### config.mk
export PLATFORM = sky130hd
export DESIGN_NAME = avaliador_ativos
export DESIGN_NICKNAME = d
export VERILOG_FILES = /design/src/rtl/avaliador_ativos_pkg.sv /design/src/rtl/avaliador_ativos_slot.sv /design/src/rtl/avaliador_ativos.sv
export SDC_FILE = /design/constraint.sdc
export NUM_CORES = 1
export LEC_CHECK = 0
export CORE_MARGIN = 2
export CORE_UTILIZATION = 49
export CTS_CLUSTER_SIZE = 30
export DETAILED_ROUTE_END_ITERATION = 6
export PLACE_DENSITY = 0.78
export SYNTH_ARGS = -nofsm -noshare
export SYNTH_HDL_FRONTEND = slang
export SYNTH_SLANG_ARGS = --single-unit
export TNS_END_PERCENT = 1
### constraint.sdc
create_clock -name clk -period 3.3 [get_ports clk]
set_input_delay 0.99 -clock clk [delete_from_list [all_inputs] [get_ports clk]]
set_output_delay 0.99 -clock clk [all_outputs]
set_load 0.005 [all_outputs]
### src/rtl/avaliador_ativos_pkg.sv
// Shared definitions for the accelerator's active-node evaluator.
// Holds the FSM encodings, default field widths and small helpers that
// both the slot and the top-level evaluator rely on.
package avaliador_ativos_pkg;

    localparam int AA_ADDR_WIDTH      = 10;
    localparam int AA_DISTANCIA_WIDTH = 6;
    localparam int AA_CUSTO_WIDTH     = 4;
    localparam int AA_NUM_NA          = 4;

    localparam logic [1:0] ST_IDLE    = 2'd0;
    localparam logic [1:0] ST_AVALIAR = 2'd1;
    localparam logic [1:0] ST_APROVAR = 2'd2;

    // Width of an index able to address n slots (never narrower than 1 bit).
    function automatic int largura_indice(input int n);
        return (n > 1) ? $clog2(n) : 1;
    endfunction

endpackage

### src/rtl/avaliador_ativos_slot.sv
// One entry of the active-node table.
// Stores the node fields, reports address matches for the search and
// removal ports, compares a candidate distance against the stored one and
// produces the distance + cheapest-edge sum used to build the threshold.
module aa_slot
    import avaliador_ativos_pkg::*;
#(
    parameter int ADDR_WIDTH      = AA_ADDR_WIDTH,
    parameter int DISTANCIA_WIDTH = AA_DISTANCIA_WIDTH,
    parameter int CUSTO_WIDTH     = AA_CUSTO_WIDTH
) (
    input  logic                       clk,
    input  logic                       rst,
    input  logic                       i_escrever,
    input  logic                       i_limpar,
    input  logic                       i_carregar_aprov,
    input  logic [ADDR_WIDTH-1:0]      i_endereco,
    input  logic [DISTANCIA_WIDTH-1:0] i_distancia,
    input  logic [ADDR_WIDTH-1:0]      i_anterior,
    input  logic [CUSTO_WIDTH-1:0]     i_menor_vizinho,
    input  logic [ADDR_WIDTH-1:0]      i_endereco_desativar,
    input  logic [DISTANCIA_WIDTH:0]   i_limiar,
    output logic                       o_valido,
    output logic [ADDR_WIDTH-1:0]      o_endereco,
    output logic [DISTANCIA_WIDTH-1:0] o_distancia,
    output logic [ADDR_WIDTH-1:0]      o_anterior,
    output logic                       o_aprovado,
    output logic                       o_casa_busca,
    output logic                       o_casa_desativar,
    output logic                       o_melhor,
    output logic [DISTANCIA_WIDTH:0]   o_soma
);

    localparam int SW = DISTANCIA_WIDTH + 1;

    logic                       r_valido;
    logic [ADDR_WIDTH-1:0]      r_endereco;
    logic [DISTANCIA_WIDTH-1:0] r_distancia;
    logic [ADDR_WIDTH-1:0]      r_anterior;
    logic [CUSTO_WIDTH-1:0]     r_menor_vizinho;
    logic                       r_aprovado;

    // Entry storage: a write always revokes a previous approval, and an
    // approval is only latched while the entry is left untouched.
    always_ff @(posedge clk) begin
        if (rst) begin
            r_valido        <= 1'b0;
            r_endereco      <= '0;
            r_distancia     <= '0;
            r_anterior      <= '0;
            r_menor_vizinho <= '0;
            r_aprovado      <= 1'b0;
        end else if (i_escrever) begin
            r_valido        <= 1'b1;
            r_endereco      <= i_endereco;
            r_distancia     <= i_distancia;
            r_anterior      <= i_anterior;
            r_menor_vizinho <= i_menor_vizinho;
            r_aprovado      <= 1'b0;
        end else if (i_limpar) begin
            r_valido        <= 1'b0;
            r_aprovado      <= 1'b0;
        end else if (i_carregar_aprov) begin
            r_aprovado      <= r_valido && (SW'(r_distancia) <= i_limiar);
        end
    end

    // Match, compare and sum logic seen by the table controller.
    always_comb begin
        o_casa_busca     = r_valido && (r_endereco == i_endereco);
        o_casa_desativar = r_valido && (r_endereco == i_endereco_desativar);
        o_melhor         = i_distancia < r_distancia;
        o_soma           = SW'(r_distancia) + SW'(r_menor_vizinho);
    end

    assign o_valido    = r_valido;
    assign o_endereco  = r_endereco;
    assign o_distancia = r_distancia;
    assign o_anterior  = r_anterior;
    assign o_aprovado  = r_aprovado;

endmodule

### src/rtl/avaliador_ativos.sv
// Active-node evaluator.
// Keeps a small table of candidate nodes (insert / improve / remove) and,
// on request, scans the table one slot per cycle to find the threshold
// min(distancia + menor_vizinho), then approves every slot whose distance
// does not exceed that threshold.
module avaliador_ativos
    import avaliador_ativos_pkg::*;
#(
    parameter int ADDR_WIDTH      = AA_ADDR_WIDTH,
    parameter int DISTANCIA_WIDTH = AA_DISTANCIA_WIDTH,
    parameter int CUSTO_WIDTH     = AA_CUSTO_WIDTH,
    parameter int NUM_NA          = AA_NUM_NA
) (
    input  logic                              clk,
    input  logic                              rst,
    input  logic                              lvv_atualizar_in,
    input  logic [ADDR_WIDTH-1:0]             lvv_endereco_in,
    input  logic [DISTANCIA_WIDTH-1:0]        lvv_distancia_in,
    input  logic [ADDR_WIDTH-1:0]             lvv_anterior_in,
    input  logic [CUSTO_WIDTH-1:0]            lvv_menor_vizinho_in,
    input  logic                              lvv_desativar_in,
    input  logic [ADDR_WIDTH-1:0]             lvv_desativar_addr_in,
    input  logic                              cme_avaliar_in,
    output logic                              aa_ocupado_out,
    output logic                              aa_pronto_out,
    output logic [NUM_NA-1:0]                 aa_aprovado_out,
    output logic [ADDR_WIDTH*NUM_NA-1:0]      aa_endereco_out,
    output logic [ADDR_WIDTH*NUM_NA-1:0]      aa_anterior_out,
    output logic [DISTANCIA_WIDTH*NUM_NA-1:0] aa_distancia_out,
    output logic                              aa_vazio_out,
    output logic                              aa_overflow_out
);

    localparam int SW    = DISTANCIA_WIDTH + 1;
    localparam int IDX_W = largura_indice(NUM_NA);

    logic [1:0]       r_estado;
    logic [IDX_W-1:0] r_idx;
    logic [SW-1:0]    r_limiar;
    logic             r_pronto;
    logic             r_overflow;

    logic w_ocioso;
    logic w_atualizar;
    logic w_desativar;
    logic w_mesmo_end;
    logic w_alguma_casa;
    logic w_cheio;
    logic w_overflow_set;
    logic w_carregar_aprov;
    logic w_sel_valido;
    logic [SW-1:0] w_sel_soma;

    logic [NUM_NA-1:0] w_valido;
    logic [NUM_NA-1:0] w_casa_busca;
    logic [NUM_NA-1:0] w_casa_desat;
    logic [NUM_NA-1:0] w_melhor;
    logic [NUM_NA-1:0] w_livre_primeiro;
    logic [NUM_NA-1:0] w_escrever;
    logic [NUM_NA-1:0] w_limpar;
    logic [NUM_NA-1:0] w_aprovado;

    logic [ADDR_WIDTH-1:0]      w_endereco  [NUM_NA];
    logic [ADDR_WIDTH-1:0]      w_anterior  [NUM_NA];
    logic [DISTANCIA_WIDTH-1:0] w_distancia [NUM_NA];
    logic [SW-1:0]              w_soma      [NUM_NA];

    // Table pulses are honoured only while idle, and an evaluation request
    // in the same cycle takes precedence over them.
    always_comb begin
        w_ocioso         = (r_estado == ST_IDLE);
        w_atualizar      = w_ocioso && lvv_atualizar_in && !cme_avaliar_in;
        w_desativar      = w_ocioso && lvv_desativar_in && !cme_avaliar_in;
        w_mesmo_end      = w_atualizar && w_desativar &&
                           (lvv_endereco_in == lvv_desativar_addr_in);
        w_alguma_casa    = |w_casa_busca;
        w_cheio          = &w_valido;
        w_overflow_set   = w_atualizar && !w_alguma_casa && w_cheio;
        w_carregar_aprov = (r_estado == ST_APROVAR);
    end

    // Lowest-index free slot, one-hot; the insert target when nothing matches.
    always_comb begin
        logic v_achou;
        w_livre_primeiro = '0;
        v_achou          = 1'b0;
        for (int i = 0; i < NUM_NA; i++) begin
            if (!w_valido[i] && !v_achou) begin
                w_livre_primeiro[i] = 1'b1;
                v_achou             = 1'b1;
            end
        end
    end

    // Per-slot write/clear. A removal of the same address as the update is
    // dropped and the update lands unconditionally, so the slot stays valid
    // carrying the new data.
    always_comb begin
        w_escrever = '0;
        w_limpar   = '0;
        for (int i = 0; i < NUM_NA; i++) begin
            w_escrever[i] = w_atualizar &&
                            ((w_casa_busca[i] && (w_melhor[i] || w_mesmo_end)) ||
                             (!w_alguma_casa && w_livre_primeiro[i]));
            w_limpar[i]   = w_desativar && w_casa_desat[i] && !w_mesmo_end;
        end
    end

    for (genvar g = 0; g < NUM_NA; g++) begin : g_slot
        aa_slot #(
            .ADDR_WIDTH      (ADDR_WIDTH),
            .DISTANCIA_WIDTH (DISTANCIA_WIDTH),
            .CUSTO_WIDTH     (CUSTO_WIDTH)
        ) u_slot (
            .clk                  (clk),
            .rst                  (rst),
            .i_escrever           (w_escrever[g]),
            .i_limpar             (w_limpar[g]),
            .i_carregar_aprov     (w_carregar_aprov),
            .i_endereco           (lvv_endereco_in),
            .i_distancia          (lvv_distancia_in),
            .i_anterior           (lvv_anterior_in),
            .i_menor_vizinho      (lvv_menor_vizinho_in),
            .i_endereco_desativar (lvv_desativar_addr_in),
            .i_limiar             (r_limiar),
            .o_valido             (w_valido[g]),
            .o_endereco           (w_endereco[g]),
            .o_distancia          (w_distancia[g]),
            .o_anterior           (w_anterior[g]),
            .o_aprovado           (w_aprovado[g]),
            .o_casa_busca         (w_casa_busca[g]),
            .o_casa_desativar     (w_casa_desat[g]),
            .o_melhor             (w_melhor[g]),
            .o_soma               (w_soma[g])
        );

        assign aa_endereco_out[ADDR_WIDTH*g +: ADDR_WIDTH]           = w_endereco[g];
        assign aa_anterior_out[ADDR_WIDTH*g +: ADDR_WIDTH]           = w_anterior[g];
        assign aa_distancia_out[DISTANCIA_WIDTH*g +: DISTANCIA_WIDTH] = w_distancia[g];
    end

    // Slot currently visited by the scan.
    always_comb begin
        w_sel_valido = 1'b0;
        w_sel_soma   = '0;
        for (int i = 0; i < NUM_NA; i++) begin
            if (r_idx == IDX_W'(i)) begin
                w_sel_valido = w_valido[i];
                w_sel_soma   = w_soma[i];
            end
        end
    end

    // Evaluation FSM: start, one-slot-per-cycle threshold scan, approve.
    always_ff @(posedge clk) begin
        if (rst) begin
            r_estado   <= ST_IDLE;
            r_idx      <= '0;
            r_limiar   <= '1;
            r_pronto   <= 1'b0;
            r_overflow <= 1'b0;
        end else begin
            r_pronto <= 1'b0;
            if (w_overflow_set) begin
                r_overflow <= 1'b1;
            end
            case (r_estado)
                ST_IDLE: begin
                    if (cme_avaliar_in) begin
                        r_estado <= ST_AVALIAR;
                        r_idx    <= '0;
                        r_limiar <= '1;
                    end
                end
                ST_AVALIAR: begin
                    if (w_sel_valido && (w_sel_soma < r_limiar)) begin
                        r_limiar <= w_sel_soma;
                    end
                    if (r_idx == IDX_W'(NUM_NA - 1)) begin
                        r_estado <= ST_APROVAR;
                        r_idx    <= '0;
                    end else begin
                        r_idx <= r_idx + IDX_W'(1);
                    end
                end
                ST_APROVAR: begin
                    r_estado <= ST_IDLE;
                    r_pronto <= 1'b1;
                end
                default: begin
                    r_estado <= ST_IDLE;
                end
            endcase
        end
    end

    assign aa_ocupado_out  = (r_estado != ST_IDLE);
    assign aa_pronto_out   = r_pronto;
    assign aa_aprovado_out = w_aprovado;
    assign aa_vazio_out    = ~|w_valido;
    assign aa_overflow_out = r_overflow;

endmodule
---- Yosys cells after proc, flatten, opt, wreduce, memory -nomap -nowiden ----
Index checks and enable logic that the tools add are counted.
operators by class
  multiplexer cells ....................... 32
  eq/ne operators ......................... 17
  reduce and logical (&&, ||, !) cells .... 79
  $add $sub $neg .......................... 5
  $lt $le $gt $ge ......................... 9
operator list
  cell                 number
  $eq 10x10->1         9
  $logic_and 1x1->1    44
  $mux 7               6
  $add 6x4->7          4
  $le 6x7->1           4
  $lt 6x6->1           4
  $mux 1               19
  $pmux 7 s2           1
  $reduce_bool 2->1    6
  $reduce_or 3->1      4
  $logic_not 1->1      9
  $logic_or 1x1->1     8
  $mux 2               4
  $pmux 2 s2           2
  $reduce_or 4->1      2
  $lt 7x7->1           1
  $eq 2x2->1 const B   3
  $ne 2x2->1 const B   3
  $eq 2x1->1 const B   2
  $logic_not 2->1      2
  $reduce_and 2->1     2
  $reduce_and 4->1     1
  $reduce_and 3->1     1
  $add 2x1->2 const B  1
storage, ports and cells
  logic and storage cells ................. 171
  output and inout bits ................... 112
  register bits ........................... 141
  bits of input ports ..................... 45

---- Logic depth before layout (Yosys ltp) ----
Gate-level depths: netlist (run 1).
  depth after elaboration ................. 13
  gate-level depth with buffers ........... 18
  gate-level depth less buffers ........... 17

---- Modules after synthesis ----
Synthesis (run 1) repeated with hierarchy kept, for this count alone.
second synthesis, totals
  cells, all modules ...................... 943
  area total of the unflattened synthesis .. 8468.1 um^2
modules (own cells, without submodules)
  module            cells an instance  seq. area each (um^2)  times used  area each (um^2)
  aa_slot           192                640.6                  4           1799.2
  avaliador_ativos  175                260.2                  1           1271.2

---- Least setup slack after synthesis (run 1) ----
Ideal clock, no wire load.
  path kind ............................... reg2reg
  from .................................... register g_slot[0].u_slot.r_distancia[0]
  to ...................................... register r_limiar[4]
  required time ........................... 3.175 ns
  path slack .............................. 0.111 ns
  period minus slack after synthesis ...... 3.189 ns
  library setup time ...................... 0.125 ns
  data arrival time ....................... 3.064 ns
  path buffers ............................ 1
  cell stages (with the launch flop) ...... 19
  cells stage by stage .................... dfxtp_1 -> ha_1 -> inv_1 -> fa_1 -> nand2b_1 -> nand2b_1 -> a21oi_1 -> xnor2_1 -> nand2_1 -> a31oi_1 -> ha_1 -> a21oi_1 -> nor2b_1 -> o21ai_0 -> nand4_1 -> a21oi_1 -> buf_2 -> inv_1 -> o41a_1
between the ends
  word-level cells in the longest chain between the ends .. 9
  elaborated cells on any way between the ends .. 11
  those cells by class .................... 1 x add/sub; 1 x order compare; 1 x eq/ne; 6 x mux; 2 x reduce/logical
ends and longest elaborated chain
  element                            RTL line                     text
  from (decl)                        avaliador_ativos_slot.sv:38  logic [DISTANCIA_WIDTH-1:0] r_distancia;
  from (signal assigned)             avaliador_ativos_slot.sv:56  r_distancia <= i_distancia;
  $add 6x4->7 *                      avaliador_ativos_slot.sv:73  o_soma = SW'(r_distancia) + SW'(r_menor_vizinho);
  $mux 7 * (4 in a row)              avaliador_ativos.sv:147      if (r_idx == IDX_W'(i)) begin
  $lt 7x7->1                         avaliador_ativos.sv:176      if (w_sel_valido && (w_sel_soma < r_limiar)) begin
  $logic_and 1x1->1                  avaliador_ativos.sv:176
  $ne 2x2->1 (no source line)        -
  $reduce_and 3->1 (no source line)  -
  to (signal assigned)               avaliador_ativos.sv:177      r_limiar <= w_sel_soma;
  to (decl)                          avaliador_ativos.sv:39       logic [SW-1:0] r_limiar;
Mark *: on every way between the ends. The rest lies on a longest branch, timed or not. The select of a mux whose other input is x is not followed.
A chain may end at the register's enable or synchronous reset.

---- Worst setup path in the final report (run 1) ----
  from .................................... register g_slot[2].u_slot.r_distancia[0]
  to ...................................... register r_limiar[4]
between the ends
  word-level cells in the longest chain between the ends .. 7
  elaborated cells on any way between the ends .. 9
  those cells by class .................... 1 x add/sub; 1 x order compare; 1 x eq/ne; 4 x mux; 2 x reduce/logical
ends and longest elaborated chain
  element                            RTL line
  from (decl)                        avaliador_ativos_slot.sv:38
  from (signal assigned)             avaliador_ativos_slot.sv:56
  $add 6x4->7 *                      avaliador_ativos_slot.sv:73
  $mux 7 * (2 in a row)              avaliador_ativos.sv:147
  $lt 7x7->1                         avaliador_ativos.sv:176
  $logic_and 1x1->1                  avaliador_ativos.sv:176
  $ne 2x2->1 (no source line)        -
  $reduce_and 3->1 (no source line)  -
Marks and branches as above.

==> results of run 1 <==
## synth_stat cells, drive strengths merged (2+ instances only)
| library cell | instances |
|---|---|
| nand2b | 163 |
| dfxtp | 141 |
| mux2i | 124 |
| xnor2 | 87 |
| ha | 70 |
| inv | 49 |
| a21oi | 42 |
| buf | 38 |
| clkbuf | 28 |
| nand2 | 26 |
| nand4 | 25 |
| o21ai | 24 |
| nand3 | 22 |
| nor2 | 20 |
| xor2 | 17 |
| nor2b | 13 |
| nor3 | 12 |
| a21o | 8 |
| a31oi | 7 |
| nor4 | 7 |
| and3 | 5 |
| and4 | 4 |
| fa | 4 |
| o21a | 4 |
| o21bai | 4 |
| o22ai | 4 |
| or3 | 4 |
| a22oi | 3 |
| nor3b | 3 |
| o211ai | 3 |
| o2bb2ai | 3 |
| o32a | 3 |
| a2111oi | 2 |
| or4 | 2 |
## power groups by stage
stage	Combinational, W	Sequential [W]	Clock [W]
6_report	0.000604	0.00176	0.00204
3_5_place_dp	0.000578	0.00180	0
3_3_place_gp	0.000569	0.00180	0
5_1_grt	0.000652	0.00177	0.00215
2_1_floorplan	0.000337	0.00180	0
4_1_cts	0.000590	0.00176	0.00206
## path summary, 6_finish.rpt
| check | endpoint | slack (ns) | cells after the start |
|---|---|---|---|
| setup / recovery | r_limiar[4] | -0.14 | 17 |
| hold / removal | aa_overflow_out | 0.45 | 2 |
| setup reg to reg | r_limiar[4] | -0.14 | 17 |
| hold reg to reg | aa_overflow_out | 0.45 | 2 |
## layout make-up
type                            count  area share
Clock buffer                       17     0.03495
Clock inverter                     15     0.01645
Tap cell                          229     0.02354
Sequential cell                   141      0.2325
Multi-Input combinational cell    725      0.4726
Inverter                           49     0.01511
Timing Repair Buffer              267      0.2048
## per-layer routing
layer | share of wire | vias up | routed length, um
met3 | 0.072 | 65 | 1941
li1 | - | 3787 | -
met4 | 0.026 | 0 | 699
met1 | 0.45 | 3800 | 12050
met5 | 0 | - | 0
met2 | 0.46 | 306 | 12370
## registers in the layout, summed over array words and instances (netlist names), 4 cells and up
register                       flops
r_limiar                           7
g_slot.u_slot.o_anterior          40
g_slot.u_slot.o_aprovado           4
g_slot.u_slot.o_endereco          40
g_slot.u_slot.o_valido             4
g_slot.u_slot.o_distancia         24
g_slot.u_slot.r_menor_vizinho     16
## worst min-delay path: cells and delay by family, from the launching register on
kind / cells / cell delay [ns]
flip-flops: 1 / 0.30
buffers and inverters: 1 / 0.05
AO/OA/AOI/OAI: 1 / 0.05
## logic make-up (layout without fill, tap and decap cells)
logic type | count (synthesis) | in the layout
simple gates | 307 | 307
flops | 141 | 141
mux | 124 | 124
compound gates | 116 | 116
buf+inv | 115 | 348
xor+xnor | 104 | 104
fa+ha+maj | 74 | 74
## metrics by stage
step           setup WS (ns)   TNS (ns)  power, W  cells  area, sq um
2_1_floorplan         0.1107          0  0.002133    981         9071
3_3_place_gp         -0.1201     -6.476  0.002369   1400        11370
3_5_place_dp         -0.2374     -10.76  0.002379   1400        11370
4_1_cts            -0.004223  -0.004223  0.004415   1441        12090
5_1_grt              -0.2903     -1.580  0.004565   1443        12170
6_report             -0.1378    -0.4184  0.004410   1443        12170
## what timing repair did
| action | in CTS | in global routing |
|---|---|---|
| buffers inserted | 9 | 2 |
| endpoints found under the setup margin | 7 | 7 |
| pin swaps | 3 | 8 |
| gates resized for setup | 8 | 22 |
==> metrics.cfg, run 1 <==
[sta]
hold_viol=0
final-max-slew-violation-count=0
finalSetupViolCount=6
max_slew.worst_pin.slew_ns=0.8629
hold_slack_ns=0.4514
timing.final.crit_share=1.042
final_period_minus_worst_setup_slack_ns=3.438
finalWorstSetupSlack_ns=-0.1378
skew_ns=0.01326
max_slew_headroom_at_the_worst_pin=0.4247
timing.fmax_mhz=290.9
grt_setup_unrepaired=true

[finish]
final_net_count=1320
multiInputGateArea_sq_um=5752
layout-drive-gt1-share=0.1458
fillerInstances=1420
layout_common_cells=162 x sky130_fd_sc_hd__nand2b_1, 155 x sky130_fd_sc_hd__clkdlybuf4s50_1, 135 x sky130_fd_sc_hd__dfxtp_1
area_growth_pct=34.17
area.sequential_sq_um=2830
antennaDiodeCount=0
finish.utilization=0.6729
layout_commonest_cell=sky130_fd_sc_hd__nand2b_1

[synthesis]
synth_enable_flop_cells=0
netlist_instances=981
syn-num-nets=1100
synth_flop_cell=sky130_fd_sc_hd__dfxtp_1
netlist.top_cell.by_area=sky130_fd_sc_hd__dfxtp_1
postSynthAreaPerCell_sq_um=9.247
synth.top_cells.by_area=sky130_fd_sc_hd__dfxtp_1 31%, sky130_fd_sc_hd__mux2i_1 14%, sky130_fd_sc_hd__nand2b_1 11%
synth_compound_gate_area_share=0.08041
synth_seq_cells=141
muxShareOfSynthArea=0.1368
main_combinational_cell_family_by_area_after_synthesis=simple AND/OR/NAND/NOR gates
synth.cell_area_sq_um=9071
synth_simple_gate_area_share=0.2010
yosysUniqueCellTypes=51
synth-warning-count=0
netlist.area_leader.share=0.3112
synth.yosys.seq_area_share=0.3112
asyncSetResetFlopFracSynth=0
yosys.area_share.adder=0.1054
synth_xor_area_frac=0.1004

[worst_setup_path]
cp_slowest_cell=sky130_fd_sc_hd__fa_2
critPathCaptureType=register
critical-path-top-delay-family=compound AO/OA/AOI/OAI gates
critical-path-max-stage-delay_ns=0.36
cp_cell_sequence=ha_2 -> inv_1 -> fa_2 -> nor2b_2 -> o21a_1 -> nor2_1 -> xnor2_1 -> o22ai_2 -> a31oi_2 -> ha_1 -> a21oi_2 -> nor2b_1 -> o21ai_1 -> nand4_1 -> a21oi_2 -> inv_1 -> o41a_1
startpoint_type=register
critPathLaunch=g_slot[2].u_slot.o_distancia[0]
critPathMaxFanout=5
reg2reg_from=g_slot[2].u_slot.o_distancia[0]
cp_data_arrival_time_ns=3.76
timing_worst_setup_path_type=register to register
crit_required_ns=3.62
cp.buffers_inverters=2

[floorplanning]
ioPinCount=157
die_h_um=140.1
core_area_sq_um=18090
initial_core_util=0.5016
floorplan.die.width_um=140.1
design.die.area_sq_um=19620
rows=49

[grt]
antenna_found_initial=0
groute.layer.met1.usage=0.3663
first_global_vias=7981
grt_first_pass_wirelength_um=42500
gr-usage-met3=0.06803
grt_use_met2=0.4379
grt.busiest_layer=met2
total_overflow_reported_by_the_global_router=0
pin_count_of_the_biggest_net_entering_global_routing=106
track_usage=0.2761

[placement]
dpl.hpwl_um=20350
port_buffers=156
globalplace.congestion=0.9805

[route]
route.final.wire_length_um=27060
route.antenna.remaining_nets=0
via_count=7958
drt-pass1-iter-count=7
drc_errors=3
dr.first_iter.drc_count=618
route.detailed.vias_per_inst=5.515
routedWlPerCell_um=18.75

[min_path]
min_path_type=register to register
hold_path_startpoint=aa_overflow_out

[cts]
tritoncts_num_sinks=141
cts.reportedPaths.clkPinSlew_ns=0.07
cts-hold-fix-buffers=0
cts_max_path_buffers=2
clockRootBuffer=sky130_fd_sc_hd__clkbuf_16
worst_skew_pair.late_latency_ns=0.44
htreeDepth=4
numCtsBuffers=17
clock_tree_from_tritoncts=built

[status]
violations=design-rule violations, negative setup slack
run_status=complete, but fails checks

[power_and_ir_drop]
internal_power_contribution_w=0.003196
netSwitchingPower_w=0.001214
p_comb_frac=0.137
cellPowerDensity_nw_per_um2=362.4
leakage_nw=5.493
clockPowerShare=0.463
power_switching_share=0.2753
ir_worst_vdd_mv=0.3298
power_frac_seq=0.400

[job]
max_cap_violations=0

No activity file was read; power rests on OpenSTA's default activity.
==> inputs of run 2 (changes only) <==
--- a/config.mk
+++ b/config.mk
@@ -6,10 +6,10 @@
 export NUM_CORES = 1
 export LEC_CHECK = 0
 export CORE_MARGIN = 2
-export CORE_UTILIZATION = 49
+export CORE_UTILIZATION = 50
 export CTS_CLUSTER_SIZE = 30
 export DETAILED_ROUTE_END_ITERATION = 6
-export PLACE_DENSITY = 0.78
+export PLACE_DENSITY = 0.76
 export SYNTH_ARGS = -nofsm -noshare
 export SYNTH_HDL_FRONTEND = slang
 export SYNTH_SLANG_ARGS = --single-unit
==> constraint.sdc (replaced) <==
create_clock -name clk -period 3.6 [get_ports clk]
set_input_delay 1.08 -clock clk [delete_from_list [all_inputs] [get_ports clk]]
set_output_delay 1.08 -clock clk [all_outputs]
set_load 0.005 [all_outputs]
==> run 2 against run 1 <==
  * The run now ends clean
  * Largest power group unchanged
  * Global-route usage fell by 0.41 points
  * Sequential share of layout area rose by 1.0 points
  * Non-clock buffer count fell by 54
  * Sequential power fell by 8%
  * Register-to-register slack improved by 0.35 ns
  * Critical path depth fell by 1
  * Fmax rose by 1.4%
  * Critical path type unchanged
  * Die area fell by 1.9%
==> metrics.cfg, run 2 (synthesis gave the netlist of run 1 again) <==
[sta]
timing.fmax_mhz=294.9  ; +1.4%
timing.final.crit_share=0.9420  ; -0.09975
max_slew.worst_pin.slew_ns=0.5905  ; -0.2724 ns
final_period_minus_worst_setup_slack_ns=3.391  ; -0.04657 ns
skew_ns=0.01285  ; -0.0004105 ns
finalSetupViolCount=0  ; -6
max_slew_headroom_at_the_worst_pin=0.6027  ; +0.1780
finalWorstSetupSlack_ns=0.2087  ; +0.3466 ns
hold_viol=0  ; unchanged
final-max-slew-violation-count=0  ; unchanged

[worst_setup_path]
startpoint_type=register
critical-path-max-stage-delay_ns=0.35  ; about the same
critPathCaptureType=register
cp_slowest_cell=sky130_fd_sc_hd__dfxtp_1
worst_r2r_path_depth=16  ; -1
cp_data_arrival_time_ns=3.70  ; -0.06 ns
timing_worst_setup_path_type=register to register
crit_required_ns=3.91  ; +0.29 ns
cp_cell_sequence=buf_4 -> ha_1 -> a21o_1 -> a21oi_1 -> nor2b_1 -> o21ai_0 -> xnor2_1 -> o21ai_1 -> ha_1 -> nand4_1 -> nor2_1 -> o21ai_0 -> a31oi_1 -> a21oi_2 -> or3_1 -> o41a_1
worst-r2r-setup-slack_ns=0.21  ; +0.35 ns
reg2reg_from=g_slot[3].u_slot.o_distancia[1]
critPathMaxFanout=5  ; unchanged
critPathLaunch=g_slot[3].u_slot.o_distancia[1]

[placement]
dp_worst_setup_slack_ns=0.02391  ; +0.2613 ns
place_area_sq_um=11020  ; -3.1%
port_buffers=156  ; unchanged
dpl.hpwl_um=19900  ; -2.2%
dp_cells=1357  ; -3.1%
globalplace.congestion=0.9809  ; about the same

[cts]
cts.reportedPaths.clkPinSlew_ns=0.07  ; about the same
numCtsBuffers=17  ; unchanged
tritoncts_num_sinks=141  ; unchanged
clockRootBuffer=sky130_fd_sc_hd__clkbuf_16
cts_max_path_buffers=2  ; unchanged
clock_tree_from_tritoncts=built
cts-hold-fix-buffers=0  ; unchanged
worst_skew_pair.late_latency_ns=0.42  ; -0.02 ns
htreeDepth=4  ; unchanged

[min_path]
whs_path_depth=2  ; unchanged
min_path_type=register to register
hold_path_startpoint=aa_overflow_out

[route]
route.antenna.remaining_nets=0  ; unchanged
drt-pass1-iter-count=5  ; -2
routedWlPerCell_um=19.04  ; +1.5%
route.detailed.vias_per_inst=5.569  ; +0.98%
route.final.wire_length_um=26430  ; -2.3%
via_count=7730  ; -2.9%
drc_errors=0  ; -3
dr.first_iter.drc_count=512  ; -17%

[grt]
gr-usage-met3=0.05490  ; -0.01313
pin_count_of_the_biggest_net_entering_global_routing=105  ; -0.94%
track_usage=0.2720  ; -0.004142
grt.busiest_layer=met2
total_overflow_reported_by_the_global_router=0  ; unchanged
groute.layer.met1.usage=0.3685  ; +0.002176
antenna_found_initial=0  ; unchanged
grt_use_met2=0.4375  ; about the same
first_global_vias=7546  ; -5.5%
grt_first_pass_wirelength_um=41790  ; -1.7%

[finish]
area_growth_pct=28.10
layout_common_cells=163 x sky130_fd_sc_hd__nand2b_1, 155 x sky130_fd_sc_hd__clkdlybuf4s50_1, 141 x sky130_fd_sc_hd__dfxtp_1
final_net_count=1266  ; -4.1%
layoutNonFillerInstCount=1388  ; -3.8%
layout-drive-gt1-share=0.08714  ; -0.05865
finish.instance_area_sq_um=11620  ; -4.5%
layout_commonest_cell=sky130_fd_sc_hd__nand2b_1
antennaDiodeCount=0  ; unchanged

[floorplanning]
core_area_sq_um=17900  ; -1.0%
rows=49  ; unchanged
initial_core_util=0.5067  ; +0.005153
floorplan.die.width_um=138.7  ; -0.97%
ioPinCount=157  ; unchanged
design.die.area_sq_um=19240  ; -1.9%
die_h_um=138.7  ; -0.97%

[status]
run_status=finished, final reports clean

[power_and_ir_drop]
ir_worst_vdd_mv=0.3191  ; -3.2%
power.total_w=0.003908  ; -11%
leakage_nw=5.161  ; -6.1%
cellPowerDensity_nw_per_um2=336.3  ; -7.2%

[job]
max_cap_violations=0  ; unchanged

## run 2: path summary, 6_finish.rpt
check	to
worst max-delay path	r_limiar[4]
worst min register to register	aa_overflow_out
worst max register to register	r_limiar[4]
worst min-delay path	aa_overflow_out
## run 2: repair_timing
| item | 4_1_cts | 5_1_grt |
|---|---|---|
| gates resized for setup | 0 | 5 |
| endpoints found under the setup margin | 0 | 7 |
| setup buffers | 0 | 0 |
| endpoints found under the hold margin | 0 | 0 |
## run 2: power by group
part / internal, W / total (W) / switching (W) / leakage (nW)
clock: 0.00103 / 0.00178 / 0.000747 / 0.281
sequential: 0.00159 / 0.00162 / 0.0000325 / 1.14
combinational: 0.000255 / 0.000510 / 0.000255 / 3.74
## run 2: area by class of cell
| type | instances | area [sq um] |
|---|---|---|
| Inverter | 49 | 183.9 |
| Fill cell | 1496 | 6282 |
| Sequential cell | 141 | 2823 |
| Clock inverter | 14 | 158.9 |
| Tap cell | 229 | 286.5 |
| Multi-Input combinational cell | 725 | 5680 |
| Timing Repair Buffer | 213 | 2062 |
| Clock buffer | 17 | 425.4 |
## run 2: critical path: cells and delay by family (launching register included)
| kind | cells | cell delay [ns] |
|---|---|---|
| AOI/OAI and AO/OA | 8 | 1.37 |
| xor gates and xnor gates | 1 | 0.16 |
| adders and majority gates | 2 | 0.61 |
| buffers and inverters | 1 | 0.17 |
| DFF | 1 | 0.35 |
| and+or+nand+nor | 4 | 0.62 |
## run 2: stage by stage
stage	utilization	hold WS [ns]	TNS, ns
3_5_place_dp	0.6155	0.4555	0
5_1_grt	0.6491	0.4808	-0.01389
6_report	0.6491	0.4600	0
4_1_cts	0.6482	0.4651	0
3_3_place_gp	0.6155	0.4369	0
2_1_floorplan	-	0.4420	0
## run 2: routing by layer
metal / routed length [um] / share of wire / up-vias
met2: 12090 / 0.46 / 329
met1: 11620 / 0.44 / 3664
met3: 2082 / 0.079 / 52
li1: - / - / 3685
met5: 0 / 0 / -
met4: 644 / 0.024 / 0
